===== config.mk =====
export PLATFORM = sky130hd
export DESIGN_NAME = mips_control_hazard_scoreboard
export DESIGN_NICKNAME = d
export VERILOG_FILES = /design/src/rtl/mips_control_hazard_scoreboard.sv
export SDC_FILE = /design/constraint.sdc
export NUM_CORES = 1
export LEC_CHECK = 0
export ABC_AREA = 1
export CORE_ASPECT_RATIO = 2
export CORE_MARGIN = 2
export CORE_UTILIZATION = 40
export CTS_CLUSTER_DIAMETER = 50
export DETAILED_ROUTE_END_ITERATION = 8
export GPL_TIMING_DRIVEN = 0
export PLACE_DENSITY = 0.7
export SLEW_MARGIN = 20
export SYNTH_ARGS = -nofsm -noshare
export SYNTH_HDL_FRONTEND = slang
export SYNTH_SLANG_ARGS = --single-unit

===== constraint.sdc =====
create_clock -name clk -period 1.5 [get_ports clk]
set_input_delay 0.3 -clock clk [delete_from_list [all_inputs] [get_ports clk]]
set_output_delay 0.3 -clock clk [all_outputs]
set_load 0.02 [all_outputs]

===== src/rtl/mips_control_hazard_scoreboard.sv =====
// Purpose : decode-stage hazard scoreboard; tracks EX/MEM/WB destinations, raises load-use stall,
//           registers EX forwarding selects, drives the regfile write port from the WB entry.
// Latency : stall is combinational; fwd selects 1 cycle (with EX); wb_wr_* 3 edges after issue.
// Backpressure: stall holds PC/IF-ID and bubbles EX; flush overrides stall and also bubbles EX.
//
// Ports: clk/rst_n (async active-low); id_* = decode instruction register-control bundle;
//        flush kills the decode instruction; stall, ex_fwd_a/b (0 regfile, 1 MEM, 2 WB),
//        wb_wr_en/wb_wr_addr register-file write port, stall_count saturating stall cycles.
// Build option: MIPS_HAZARD_FORWARD_EN enables forwarding; when undefined, any EX/MEM
//        dependency stalls until the producer reaches WB and ex_fwd_a/b are tied to 0.
module mips_control_hazard_scoreboard #(
  parameter int STALL_CNT_W = 16
) (
  input  logic                   clk,
  input  logic                   rst_n,
  input  logic                   id_valid,
  input  logic [4:0]             id_rs_addr,
  input  logic                   id_rs_used,
  input  logic [4:0]             id_rt_addr,
  input  logic                   id_rt_used,
  input  logic [4:0]             id_wr_addr,
  input  logic                   id_wr_en,
  input  logic [1:0]             id_wr_src,
  input  logic                   flush,
  output logic                   stall,
  output logic [1:0]             ex_fwd_a,
  output logic [1:0]             ex_fwd_b,
  output logic                   wb_wr_en,
  output logic [4:0]             wb_wr_addr,
  output logic [STALL_CNT_W-1:0] stall_count
);

  typedef struct packed {
    logic       valid;
    logic       wr_en;
    logic [4:0] addr;
  } entry_t;

  entry_t ex_q, mem_q, wb_q, ex_d;
  logic   rs_ex_hit, rt_ex_hit, rs_mem_hit, rt_mem_hit;
  logic   issue;

  // A source depends on an entry only if it is a real, non-$0 read of a live destination.
  function automatic logic hit(input entry_t e, input logic [4:0] src,
                               input logic used, input logic vld);
    return e.valid & e.wr_en & (e.addr == src) & (src != 5'd0) & used & vld;
  endfunction

  assign rs_ex_hit  = hit(ex_q,  id_rs_addr, id_rs_used, id_valid);
  assign rt_ex_hit  = hit(ex_q,  id_rt_addr, id_rt_used, id_valid);
  assign rs_mem_hit = hit(mem_q, id_rs_addr, id_rs_used, id_valid);
  assign rt_mem_hit = hit(mem_q, id_rt_addr, id_rt_used, id_valid);

  assign issue = id_valid & ~stall & ~flush;

  always_comb begin
    ex_d = '0;
    if (issue) begin
      ex_d.valid = 1'b1;
      ex_d.wr_en = id_wr_en;
      ex_d.addr  = id_wr_addr;
    end
  end

`ifdef MIPS_HAZARD_FORWARD_EN
  logic       ex_is_load_q;
  logic [1:0] fwd_a_d, fwd_b_d;

  // EX is the youngest writer so it wins over MEM; a load in EX cannot forward
  // (that case stalls), but a load already in MEM has its data and can.
  function automatic logic [1:0] fwd_sel(input logic ex_hit, input logic mem_hit,
                                         input logic ex_load);
    if (ex_hit && !ex_load) return 2'd1;
    if (mem_hit)            return 2'd2;
    return 2'd0;
  endfunction

  // flush has priority: a killed instruction never stalls the front end.
  assign stall   = ~flush & ex_is_load_q & (rs_ex_hit | rt_ex_hit);
  assign fwd_a_d = issue ? fwd_sel(rs_ex_hit, rs_mem_hit, ex_is_load_q) : 2'd0;
  assign fwd_b_d = issue ? fwd_sel(rt_ex_hit, rt_mem_hit, ex_is_load_q) : 2'd0;

  always_ff @(posedge clk or negedge rst_n) begin
    if (!rst_n) begin
      ex_is_load_q <= 1'b0;
      ex_fwd_a     <= 2'd0;
      ex_fwd_b     <= 2'd0;
    end else begin
      ex_is_load_q <= issue & (id_wr_src == 2'd1);
      ex_fwd_a     <= fwd_a_d;
      ex_fwd_b     <= fwd_b_d;
    end
  end
`else
  // Without forwarding every in-flight producer ahead of WB blocks its consumers;
  // the write-data source is then irrelevant.
  logic unused_wr_src;
  assign unused_wr_src = ^id_wr_src;
  assign stall    = ~flush & (rs_ex_hit | rt_ex_hit | rs_mem_hit | rt_mem_hit);
  assign ex_fwd_a = 2'd0;
  assign ex_fwd_b = 2'd0;
`endif

  always_ff @(posedge clk or negedge rst_n) begin
    if (!rst_n) begin
      ex_q  <= '0;
      mem_q <= '0;
      wb_q  <= '0;
    end else begin
      ex_q  <= ex_d;
      mem_q <= ex_q;
      wb_q  <= mem_q;
    end
  end

  // The register file writes before it reads, so WB never needs to forward to decode.
  assign wb_wr_en   = wb_q.valid & wb_q.wr_en;
  assign wb_wr_addr = wb_q.addr;

  always_ff @(posedge clk or negedge rst_n) begin
    if (!rst_n) begin
      stall_count <= '0;
    end else if (stall && (stall_count != {STALL_CNT_W{1'b1}})) begin
      stall_count <= stall_count + {{(STALL_CNT_W-1){1'b0}}, 1'b1};
    end
  end

endmodule

==> flow_summary.toml, run 1 <==
[outcome]
status = "complete, but fails checks"
violations = "setup timing"

[finish]
syn2layout_area_growth_pct = 40.7
regArea_um2 = 930
layout.nets = 352
fillers = 452
fin_area_um2 = 2890
drive_gt1_frac = 0.232
antenna_cells = 0
multi_input_area_um2 = 1020

[global_route]
grt-ovfl-total = 0
grt_usage = 0.194
grt_pass1_wl_mm = 8.23
grt_max_degree = 28
grt_pass1_vias = 1782
antenna_found_initial = 0

[critical_path]
critPathRequiredTime_ps = 1200
critical_path_class = "flop to output port"
cp.arrival_ps = 1680
cp-end-kind = "output port"
cp-start-kind = "flop"
cp_max_fo = 4

[sta]
fmax_ghz = 0.505
tns_ps = -5410
whs_ps = 375
finalClockSkew_ps = 3.91
drv_slew = 0
period_needed_ps = 1980
setup_viol = 17
min_period_over_period = 1.32
finalWorstSetupSlack_ps = -481
grt_setup_unrepaired = "yes"
hold_viol_final = 0

[clock_network]
clk_pin_slew_ps = 70
numCtsBuffers = 5
root_buffer = "clkbuf_8"
clockBufferDepth = 2
clock_sinks = 37
cts_tree = "yes"
cts_htree_levels = 2
clk_latency_ps = 280

[drt]
drt_wl_total_mm = 4.98
drt_iter0_drc = 33
wl_per_cell_um = 12.9
drc_errors = 0
drt-pass1-iter-count = 5
vias = 1861
via_per_inst = 4.83
ant_nets = 0

[power_and_ir_drop]
power.density_nw_per_um2 = 669
p_leak_nw = 1.55
ir_worst_vdd_mv = 0.632

[synthesis]
synthFlopType = "dfrtp_1"
ys.warnings.count = 0
synthMostInstantiatedCell = "nand2_1"
seq_area_frac_synth = 0.451
synth.largest_area_cell = "dfrtp_1"
ys_ff_latch = 37
post_synth_num_cell_types = 28
syn_area_um2 = 2050
synthArstFlopShare = 1.00
synth_top_area_share = 0.451
ys_top_cells_by_area = "dfrtp_1 (45%), nand2_1 (14%), xor2_1 (5.1%), nor2_1 (4.9%), nand4_1 (4.9%)"
synth-edff-count = 0
postSynthCellCount = 257
netlist_top_cells_count = "nand2_1 (78), dfrtp_1 (37), nor2_1 (27), inv_1 (26), nand4_1 (16)"
syn_avg_cell_area_um2 = 7.98

[place]
dp_hpwl_mm = 3.61
io_buffers = 44
gp_congestion = 0.877
placed_area_um2 = 2630
dp_slack_ps = -1370

[job]
drv_cap = 0

[floorplanning]
start_util = 0.418
core-area_um2 = 4910
die_x_um = 54.6
rows = 36
io_pins = 51
die_h_um = 105
die_area_um2 = 5750

[hold_path]
hp-class = "flop to flop"
[report_power, final]
part | switching [W] | total (W) | leakage, nW | internal [W]
Clock | 0.000341 | 0.000663 | 0.0450 | 0.000322
Combinational | 0.000121 | 0.000230 | 1.00 | 0.000109
Sequential | 0.0000176 | 0.00104 | 0.499 | 0.00102
Total | 0.000480 | 0.00193 | 1.55 | 0.00145
[layout make-up]
| type | instances | share of cell area |
|---|---|---|
| plain buffers | 13 | 0.0382 |
| multi-input cells | 182 | 0.353 |
| clock buffers | 6 | 0.0252 |
| flip-flops and latches | 37 | 0.322 |
| inverters | 28 | 0.0364 |
| well taps | 57 | 0.0247 |
| clock inverters | 2 | 0.00347 |
| repair buffers | 60 | 0.196 |
[cell usage in the layout (no fill, tap or decap), types with 2 or more instances in the layout]
cell type,instances
nand2_1,61
dfrtp_1,34
dlygate4sd2_1,29
inv_1,23
nor2_1,23
buf_4,20
nand2_2,18
nand4_1,16
nand3_1,13
xor2_1,12
clkdlybuf4s50_1,11
xnor2_1,8
inv_2,5
clkbuf_8,5
o21ai_0,4
buf_6,4
conb_1,4
nor2_2,3
or2_0,3
nor3_1,3
dfrtp_2,3
a21oi_1,2
nor2_4,2
clkbuf_2,2
nand3_4,2
clkinv_2,2
buf_12,2
[state kept, by name, summed over array words and instances (netlist names)]
signal       cells
wb_q             2
ex_q             7
stall_count     16
mem_q            7
wb_wr_addr       5
[metrics by stage]
step           power (W)  std cells   util
5_1_grt          0.00203        385  0.588
4_1_cts          0.00196        384  0.583
6_report         0.00193        385  0.588
3_3_place_gp     0.00128        361  0.532
2_1_floorplan    0.00116        260      -
3_5_place_dp     0.00129        362  0.535
[timing repair]
| item | CTS | global route |
|---|---|---|
| hold endpoints to repair | 10 | 0 |
| hold buffers | 1 | 0 |
| setup endpoints to repair | 46 | 27 |
| resized for setup | 56 | 15 |
| pin swaps | 6 | 4 |
| buffers inserted | 12 | 4 |
| gates cloned | 1 | 0 |
[worst paths after layout]
kind | start | to | slack (ps) | cells after the start
worst max-delay path | ex_q[0] | stall | -480 | 11
worst min-delay path | mem_q[6] | wb_q[6] | 370 | 0
worst max register to register | ex_q[0] | stall_count[12] | -320 | 13
worst min register to register | mem_q[6] | wb_q[6] | 370 | 0
max in group asynchronous | rst_n | stall_count[8] | 640 | 3
min in group asynchronous | rst_n | wb_q[6] | 420 | 2
[per-layer routing]
layer,up-vias,global-route usage,wire (um)
li1,941,-,-
met2,54,0.350,2850
met4,0,0.0696,127
met5,-,0,0
met3,13,0.0297,225
met1,853,0.212,1780
[worst max-delay path, stage by stage (launching register included)]
cell and delay [ps]:
dfrtp_1 430, xnor2_1 170, nand2_1 90, nor2_2 110, nand3_1 80, nand2_1 80
nand2_2 70, nand2_4 60, buf_6 100, nand2_2 40, inv_2 50, buf_6 100
[logic make-up (layout without fill, tap and decap cells)]
| kind of cell | count (synthesis) | after routing | share of synthesized area |
|---|---|---|---|
| other | 1 | 4 | 0.00183 |
| XOR/XNOR | 20 | 20 | 0.0854 |
| adder cells (fa/ha/maj) | 1 | 1 | 0.00610 |
| flip-flops | 37 | 37 | 0.451 |
| AO/OA/AOI/OAI | 8 | 8 | 0.0201 |
| buffers and inverters | 41 | 109 | 0.0964 |
| AND/OR/NAND/NOR | 149 | 149 | 0.339 |
Note: power is estimated with default switching activity, not from simulation.
==> inputs of run 2 (changes only) <==
TNS_END_PERCENT = 20   (was not set)
clock period = 1.78 ns   (was 1.5 ns; I/O delays follow)
==> flow_summary.toml, run 2 (synthesized netlist as in run 1, its figures left out) <==
[job]
drv_cap = 0

[sta]
finalWorstSetupSlack_ps = -258
period_needed_ps = 2040
min_period_over_period = 1.14
setup_viol = 12
fmax_ghz = 0.491
hold_viol_final = 0
grt_setup_unrepaired = "yes"
whs_ps = 381
finalClockSkew_ps = 8.49
drv_slew = 0

[critical_path]
crit_chain = "clkdlybuf4s50_1, o21ai_0, a21oi_1, nand3_1, nand2_1, nand2_2, nand2_4, buf_6, nand2_4, inv_2, buf_6"
cpMaxStageDelayCell = "clkdlybuf4s50_1"
cp-start-kind = "primary input"
critPathTopFamily = "buffers and inverters"
cp.arrival_ps = 1680
critical-path-max-stage-delay_ps = 490
path_buf_inv = 4
critical_path_class = "primary input to output port"
cp_max_fo = 2
cp-end-kind = "output port"
critPathRequiredTime_ps = 1420

[floorplanning]
core-area_um2 = 4910
die_h_um = 105
die_area_um2 = 5750
die_x_um = 54.6
rows = 36
start_util = 0.418
io_pins = 51

[global_route]
grt_pass1_wl_mm = 7.91
antenna_found_initial = 0
grt_max_degree = 28
grt-ovfl-total = 0
grt_usage = 0.187
grt_pass1_vias = 1819

[power_and_ir_drop]
ir_worst_vdd_mv = 0.477
power.density_nw_per_um2 = 635
p_leak_nw = 1.55

[clock_network]
numCtsBuffers = 5
cts_htree_levels = 2
cts_tree = "yes"
clock_sinks = 37
clockBufferDepth = 2
clk_latency_ps = 290
root_buffer = "clkbuf_8"
clk_pin_slew_ps = 70

[place]
gp_congestion = 0.892
io_buffers = 44
dp_hpwl_mm = 3.66
dp_slack_ps = -1200

[drt]
drt_wl_total_mm = 5.03
drc_errors = 0
ant_nets = 0
vias = 1888
wl_per_cell_um = 13.2
drt-pass1-iter-count = 4
via_per_inst = 4.96
drt_iter0_drc = 41

[finish]
reg_top3 = "stall_count: 16 flops, ex_q: 7 flops, mem_q: 7 flops"
final_cell_mix = "nand2_1 (69), dfrtp_1 (36), clkdlybuf4s50_1 (27), nor2_1 (25), inv_1 (23)"
largest_reg_flops = 16
regMostFlops = "stall_count"
layout_commonest_cell = "nand2_1"
antenna_cells = 0
drive_gt1_frac = 0.179
syn2layout_area_growth_pct = 40.0
layout.nets = 348

[outcome]
violations = "setup timing"
status = "complete, but fails checks"

[hold_path]
hp-class = "flop to flop"
-- run 2: changes by cell type in the layout (fill, tap and decap cells not counted), moves of 5 or more --
cell	previous run	this run
clkdlybuf4s50_1	11	27
nand2_1	61	69
nand2_2	18	9
dlygate4sd2_1	29	10
dlymetal6s2s_1	0	5
-- run 2: what timing repair did --
item / in CTS / in global routing
endpoints found under the setup margin: 14 / 17
resized for setup: 30 / 16
pin swaps: 16 / 2
hold buffers: 1 / 0
gates cloned: 0 / 1
buffers inserted: 5 / 4
endpoints found under the hold margin: 10 / 0
-- run 2: per-stage QoR --
step / std cells / setup TNS (ps) / power (W) / area (um^2) / utilization
after CTS: 376 / -254 / 0.00184 / 2770 / 0.564
after global routing: 381 / -3030 / 0.00191 / 2870 / 0.585
after detailed placement: 362 / -8390 / 0.00108 / 2590 / 0.527
final: 381 / -790 / 0.00182 / 2870 / 0.585
after floorplan: 260 / 0 / 0.000978 / 2060 / -
after global placement: 361 / -27350 / 0.00108 / 2570 / 0.524
-- run 2: final timing paths --
kind / cells after the start / slack, ps / from / endpoint
setup / recovery: 11 / -260 / id_rs_used / stall
hold / removal: 0 / 380 / mem_q[6] / wb_q[6]
setup reg to reg: 12 / -60 / ex_q[2] / stall_count[7]
hold reg to reg: 0 / 380 / mem_q[6] / wb_q[6]
max in group asynchronous: 3 / 880 / rst_n / stall_count[0]
min in group asynchronous: 2 / 470 / rst_n / stall_count[1]
-- run 2: cell type report --
class / instances / area (um^2)
Fill cell: 472 / 2040
Sequential cell: 37 / 927
Buffer: 13 / 106
Timing Repair Buffer: 56 / 567
Clock buffer: 7 / 86.3
Inverter: 28 / 105
Tap cell: 57 / 71.3
Clock inverter: 1 / 30.0
Multi-Input combinational cell: 182 / 978
-- run 2: per-layer routing --
layer,global-route usage,vias to the layer above,share of wire
li1,-,926,-
met2,0.344,56,0.59
met1,0.186,896,0.35
met3,0.0368,10,0.046
met5,0,-,0
met4,0.0768,0,0.017
-- run 2: worst register-to-register path, stage by stage, from the launching register on --
cell and delay (ps):
dfrtp_1 410, or2_0 210, a21oi_1 150, nand3_1 90, nand2_1 90, nand2_2 70
nand2_4 80, buf_4 110, buf_8 90, nand3_4 140, clkbuf_16 200, nand2_1 50
nand2_1 50
-- run 2: power by group --
group / switching, W / internal, W
combinational: 0.0000999 / 0.0000905
sequential: 0.0000150 / 0.000860
clock: 0.000300 / 0.000457
total: 0.000415 / 0.00141
==> inputs of run 3 (changes only) <==
CORE_UTILIZATION = 44   (was 40)
PLACE_DENSITY = 0.75   (was 0.7)
==> flow_summary.toml, run 3 (synthesized netlist as in run 1, its figures left out) <==
[outcome]
status = "complete, but fails checks"
violations = "setup timing"

[critical_path]
crit_chain = "xnor2_1, nand2_1, nor2_2, nand3_1, nand2_1, nand2_2, nand2_4, buf_6, nand2_2, inv_2, buf_6"
cp-start-kind = "flop"
critical_path_class = "flop to output port"
cpMaxStageDelayCell = "dfrtp_1"
path_buf_inv = 3
critPathTopFamily = "simple AND/OR/NAND/NOR gates"
critPathRequiredTime_ps = 1420
cp_max_fo = 4
critical-path-max-stage-delay_ps = 430
cp.arrival_ps = 1770
cp-end-kind = "output port"

[global_route]
grt-ovfl-total = 0
grt_usage = 0.215
grt_pass1_vias = 1907
grt_max_degree = 28
antenna_found_initial = 0
grt_pass1_wl_mm = 8.36

[finish]
reg_top3 = "stall_count: 16 flops, ex_q: 7 flops, mem_q: 7 flops"
syn2layout_area_growth_pct = 43.7
layout.nets = 356
largest_reg_flops = 16
fin_area_um2 = 2950
regMostFlops = "stall_count"
antenna_cells = 0
final_cell_mix = "nand2_1 (74), dfrtp_1 (36), clkdlybuf4s50_1 (26), buf_4 (25), inv_1 (23)"
drive_gt1_frac = 0.208
layout_commonest_cell = "nand2_1"

[floorplanning]
die_x_um = 52.3
core-area_um2 = 4550
die_h_um = 101
start_util = 0.450
rows = 35
io_pins = 51
die_area_um2 = 5260

[power_and_ir_drop]
power.density_nw_per_um2 = 631
internal_power_w = 0.00141
clkPwrFrac = 0.419
ir_worst_vdd_mv = 0.646
pwr-share-comb = 0.111
net-switching-power_w = 0.000447
p_leak_nw = 1.60
share_seq_of_total_power = 0.470
swShare = 0.240

[drt]
wl_per_cell_um = 14.1
drt_iter0_drc = 40
vias = 1954
drt_wl_total_mm = 5.45
via_per_inst = 5.05
drc_errors = 0
drt-pass1-iter-count = 4
ant_nets = 0

[clock_network]
numCtsBuffers = 5
clock_sinks = 37
root_buffer = "clkbuf_8"
cts_tree = "yes"
clk_pin_slew_ps = 80
clockBufferDepth = 2
clk_latency_ps = 290
cts_htree_levels = 2

[sta]
period_needed_ps = 2130
grt_setup_unrepaired = "yes"
tns_ps = -1870
hold_viol_final = 0
finalClockSkew_ps = 2.07
min_period_over_period = 1.20
drv_slew = 0
fmax_ghz = 0.470
finalWorstSetupSlack_ps = -347
setup_viol = 17

[place]
dp_slack_ps = -1210
placed_area_um2 = 2590
dp_hpwl_mm = 3.62
gp_congestion = 0.831
io_buffers = 44

[job]
drv_cap = 0

[hold_path]
hp-class = "flop to flop"
[run 3: cell types whose count changed in the layout (fill, tap and decap cells not counted), moves of 2 or more]
cell,previous run,this run
buf_4,18,25
buf_6,2,4
dlymetal6s2s_1,5,7
nand2_1,69,74
nand2_2,9,5
nor2_1,25,22
nor2_2,1,4
o21ai_0,3,0
o21ai_2,0,2
[run 3: what timing repair did]
item	4_1_cts	5_1_grt
hold buffers	1	0
cloned	0	1
endpoints found under the hold margin	10	0
endpoints found under the setup margin	19	30
buffers inserted	5	12
gates resized for setup	33	19
pin swaps	9	15
[run 3: area by class of cell]
type | count | area [um^2]
Tap cell | 55 | 68.8
Inverter | 28 | 105
Timing Repair Buffer | 64 | 629
Multi-Input combinational cell | 182 | 987
Clock buffer | 6 | 82.6
Sequential cell | 37 | 927
Buffer | 13 | 110
Fill cell | 389 | 1610
Clock inverter | 2 | 37.5
[run 3: per-stage QoR]
step,utilization,std cells,power [W],hold WS (ps)
floorplan,-,260,0.000978,60.4
global placement,0.565,359,0.00107,358
detailed placement,0.568,360,0.00108,248
CTS,0.610,374,0.00186,381
global route,0.647,387,0.00194,391
finish,0.647,387,0.00186,379
[run 3: worst paths after layout]
kind                       slack, ps             end    start  cells after the start
max                             -350           stall  ex_q[4]                     11
min                              380        mem_q[6]  ex_q[6]                      0
max reg2reg                     -150  stall_count[7]  ex_q[4]                     13
min reg2reg                      380        mem_q[6]  ex_q[6]                      0
max in group asynchronous        880  stall_count[0]    rst_n                      3
min in group asynchronous        460         wb_q[6]    rst_n                      2
[run 3: worst register-to-register path, stage by stage (launching register included)]
cell	delay [ps]
dfrtp_1	430
xnor2_1	180
nand2_1	100
nor2_2	130
nand3_1	80
nand2_1	80
nand2_2	70
nand2_4	80
buf_4	110
buf_6	100
nand3_4	130
buf_8	180
nand2_1	70
nand2_1	70
[run 3: power groups by stage]
stage	Sequential [W]	Combinational (W)	Clock, W
after global placement	0.000891	0.000184	0
after global routing	0.000878	0.000230	0.000829
final	0.000875	0.000207	0.000778
after floorplan	0.000889	0.0000892	0
after detailed placement	0.000892	0.000191	0
after CTS	0.000875	0.000195	0.000790
[run 3: layer usage]
metal / track usage / part of all wire / vias to the layer above
met4: 0.142 / 0.056 / 0
met5: 0 / 0 / -
met3: 0.0401 / 0.052 / 23
met1: 0.212 / 0.33 / 912
met2: 0.387 / 0.56 / 76
li1: - / - / 943
==> patch: new RTL, config.mk and constraints of run 2 <==
Build with the macro `MIPS_HAZARD_FORWARD_EN` defined.
--- a/src/rtl/mips_control_hazard_scoreboard.sv
+++ b/src/rtl/mips_control_hazard_scoreboard.sv
@@ -8,6 +8,8 @@
 //        wb_wr_en/wb_wr_addr register-file write port, stall_count saturating stall cycles.
 // Build option: MIPS_HAZARD_FORWARD_EN enables forwarding; when undefined, any EX/MEM
 //        dependency stalls until the producer reaches WB and ex_fwd_a/b are tied to 0.
+`define MIPS_HAZARD_FORWARD_EN
+
 module mips_control_hazard_scoreboard #(
   parameter int STALL_CNT_W = 16
 ) (
Formal check against the unedited RTL: not equivalent (a bounded check fails within 4 cycles, from zero or initial values and one cycle with rst_n low).
==> patch against run 2 <==
The flow still finishes with violations (negative setup slack). Wire length increased by 12%. Setup slack improved by 0.14 ns. Sequential cell count increased by 5. Die area rose by 9.4%. Cell area grew 10%. Core utilization is 0.084 points lower. Area after synthesis rose by 9.9%. Total power rose by 1.1%. Largest power group unchanged.
==> patch: results <==
INSERT INTO impl_metrics (metric_group, metric, value, unit) VALUES
('run_status', 'result_of_the_run', 'complete, but fails checks', ''),
('run_status', 'failed_checks', 'negative setup slack', ''),
('clock_tree', 'clk-insertion-delay-late', '0.31', 'ns'),
('grt', 'total_grt_usage', '0.196', ''),
('sta', 'postLayoutSetupSlackWorst', '-0.118', 'ns'),
('layout', 'nets', '388', ''),
('routing', 'met1Wirelength', '1940', 'um'),
('clock_tree', 'clkTransAtPathRegs', '0.09', 'ns'),
('synthesis', 'synth-compound-area-share', '0.0183', ''),
('min_path', 'min_delay_worst_endpoint', 'mem_q[6]$_DFF_PN0_', ''),
('sta', 'final-setup-viol-count', '1', ''),
('sta', 'fin_worst_hold_slack', '0.379', 'ns'),
('routing', 'detailroute.wirelength.met2', '3340', 'um'),
('setup_path', 'worst_ep_arrival_time', '1.54', 'ns'),
('setup_path', 'worst-r2r-cell-count', '11', ''),
('synthesis', 'synth-adder-area-share', '0.00555', ''),
('grt', 'globalRouteMet1Util', '0.201', ''),
('routing', 'postRouteWirelength', '5640', 'um'),
('place', 'port-buffer-count', '50', ''),
('grt', 'grt_max_degree', '31', '');
patch: cell types whose count changed after synthesis, moves of 4 or more:
| cell | delta |
|---|---|
| sky130_fd_sc_hd__nand3_1 | -4 |
| sky130_fd_sc_hd__dfrtp_1 | +5 |
| sky130_fd_sc_hd__nand2_1 | +10 |
| sky130_fd_sc_hd__nor2_1 | +5 |
| sky130_fd_sc_hd__xor2_1 | -9 |
| sky130_fd_sc_hd__nand4_1 | +9 |
| sky130_fd_sc_hd__xnor2_1 | +7 |
| sky130_fd_sc_hd__inv_1 | +11 |
patch: through the flow:
stage	setup TNS, ns	worst slack, ns	cells
3_5_place_dp	-9.23	-1.01	397
5_1_grt	-1.51	-0.227	424
3_3_place_gp	-40.90	-1.00	396
4_1_cts	-0.143	-0.143	416
6_report	-0.118	-0.118	424
2_1_floorplan	0	0.150	286
patch: worst max path at each step:
stage / from / endpoint / slack [ns] / cells past startpoint
2_1_floorplan: stall_count[0]$_DFFE_PN0P_ / stall_count[12]$_DFFE_PN0P_ / 0.15 / 9
3_3_place_gp: id_valid / stall / -1.00 / 10
3_5_place_dp: id_valid / stall / -1.01 / 10
4_1_cts: ex_q[3]$_DFF_PN0_ / stall / -0.14 / 8
5_1_grt: ex_q[4]$_DFF_PN0_ / stall / -0.23 / 10
6_report: ex_q[1]$_DFF_PN0_ / stall / -0.12 / 9
patch: layout make-up:
type                       count  area (um2)
timing repair buffer          70         686
multi-input combinational    197        1050
clock buffer                   5        68.8
sequential                    42        1050
clock inverter                 3        26.3
fill                         517        2250
tap                           60        75.1
inverter                      38         143
buffer                         9        68.8
patch: cell families (layout without fill, tap and decap cells):
family          after synthesis  after routing
compound gates                8              8
simple gates                170            170
fa+ha+maj                     1              1
xor+xnor                     18             18
flops                        42             42
buf+inv                      47            125
patch: critical path, stage by stage, from the launching register on:
cell	delay, ns
sky130_fd_sc_hd__dfrtp_1	0.44
sky130_fd_sc_hd__inv_1	0.06
sky130_fd_sc_hd__a21oi_1	0.12
sky130_fd_sc_hd__nand2_1	0.10
sky130_fd_sc_hd__nor2_4	0.15
sky130_fd_sc_hd__nand2_2	0.08
sky130_fd_sc_hd__nand2_4	0.08
sky130_fd_sc_hd__nand2_4	0.05
sky130_fd_sc_hd__inv_2	0.06
sky130_fd_sc_hd__buf_6	0.11
patch: power by group through the flow:
stage	Clock, uW	Combinational [uW]	Sequential, uW
after CTS	693	182	988
after detailed placement	0	178	1010
after global placement	0	171	1010
after floorplan	0	73.5	1000
final	672	184	987
after global routing	725	207	990
patch: timing repair:
action / CTS / global route
hold endpoints to repair: 12 / 0
pin swaps: 9 / 11
endpoints found under the setup margin: 18 / 23
gates cloned: 0 / 1
setup buffers: 10 / 8
resized for setup: 32 / 21
hold buffers: 1 / 0
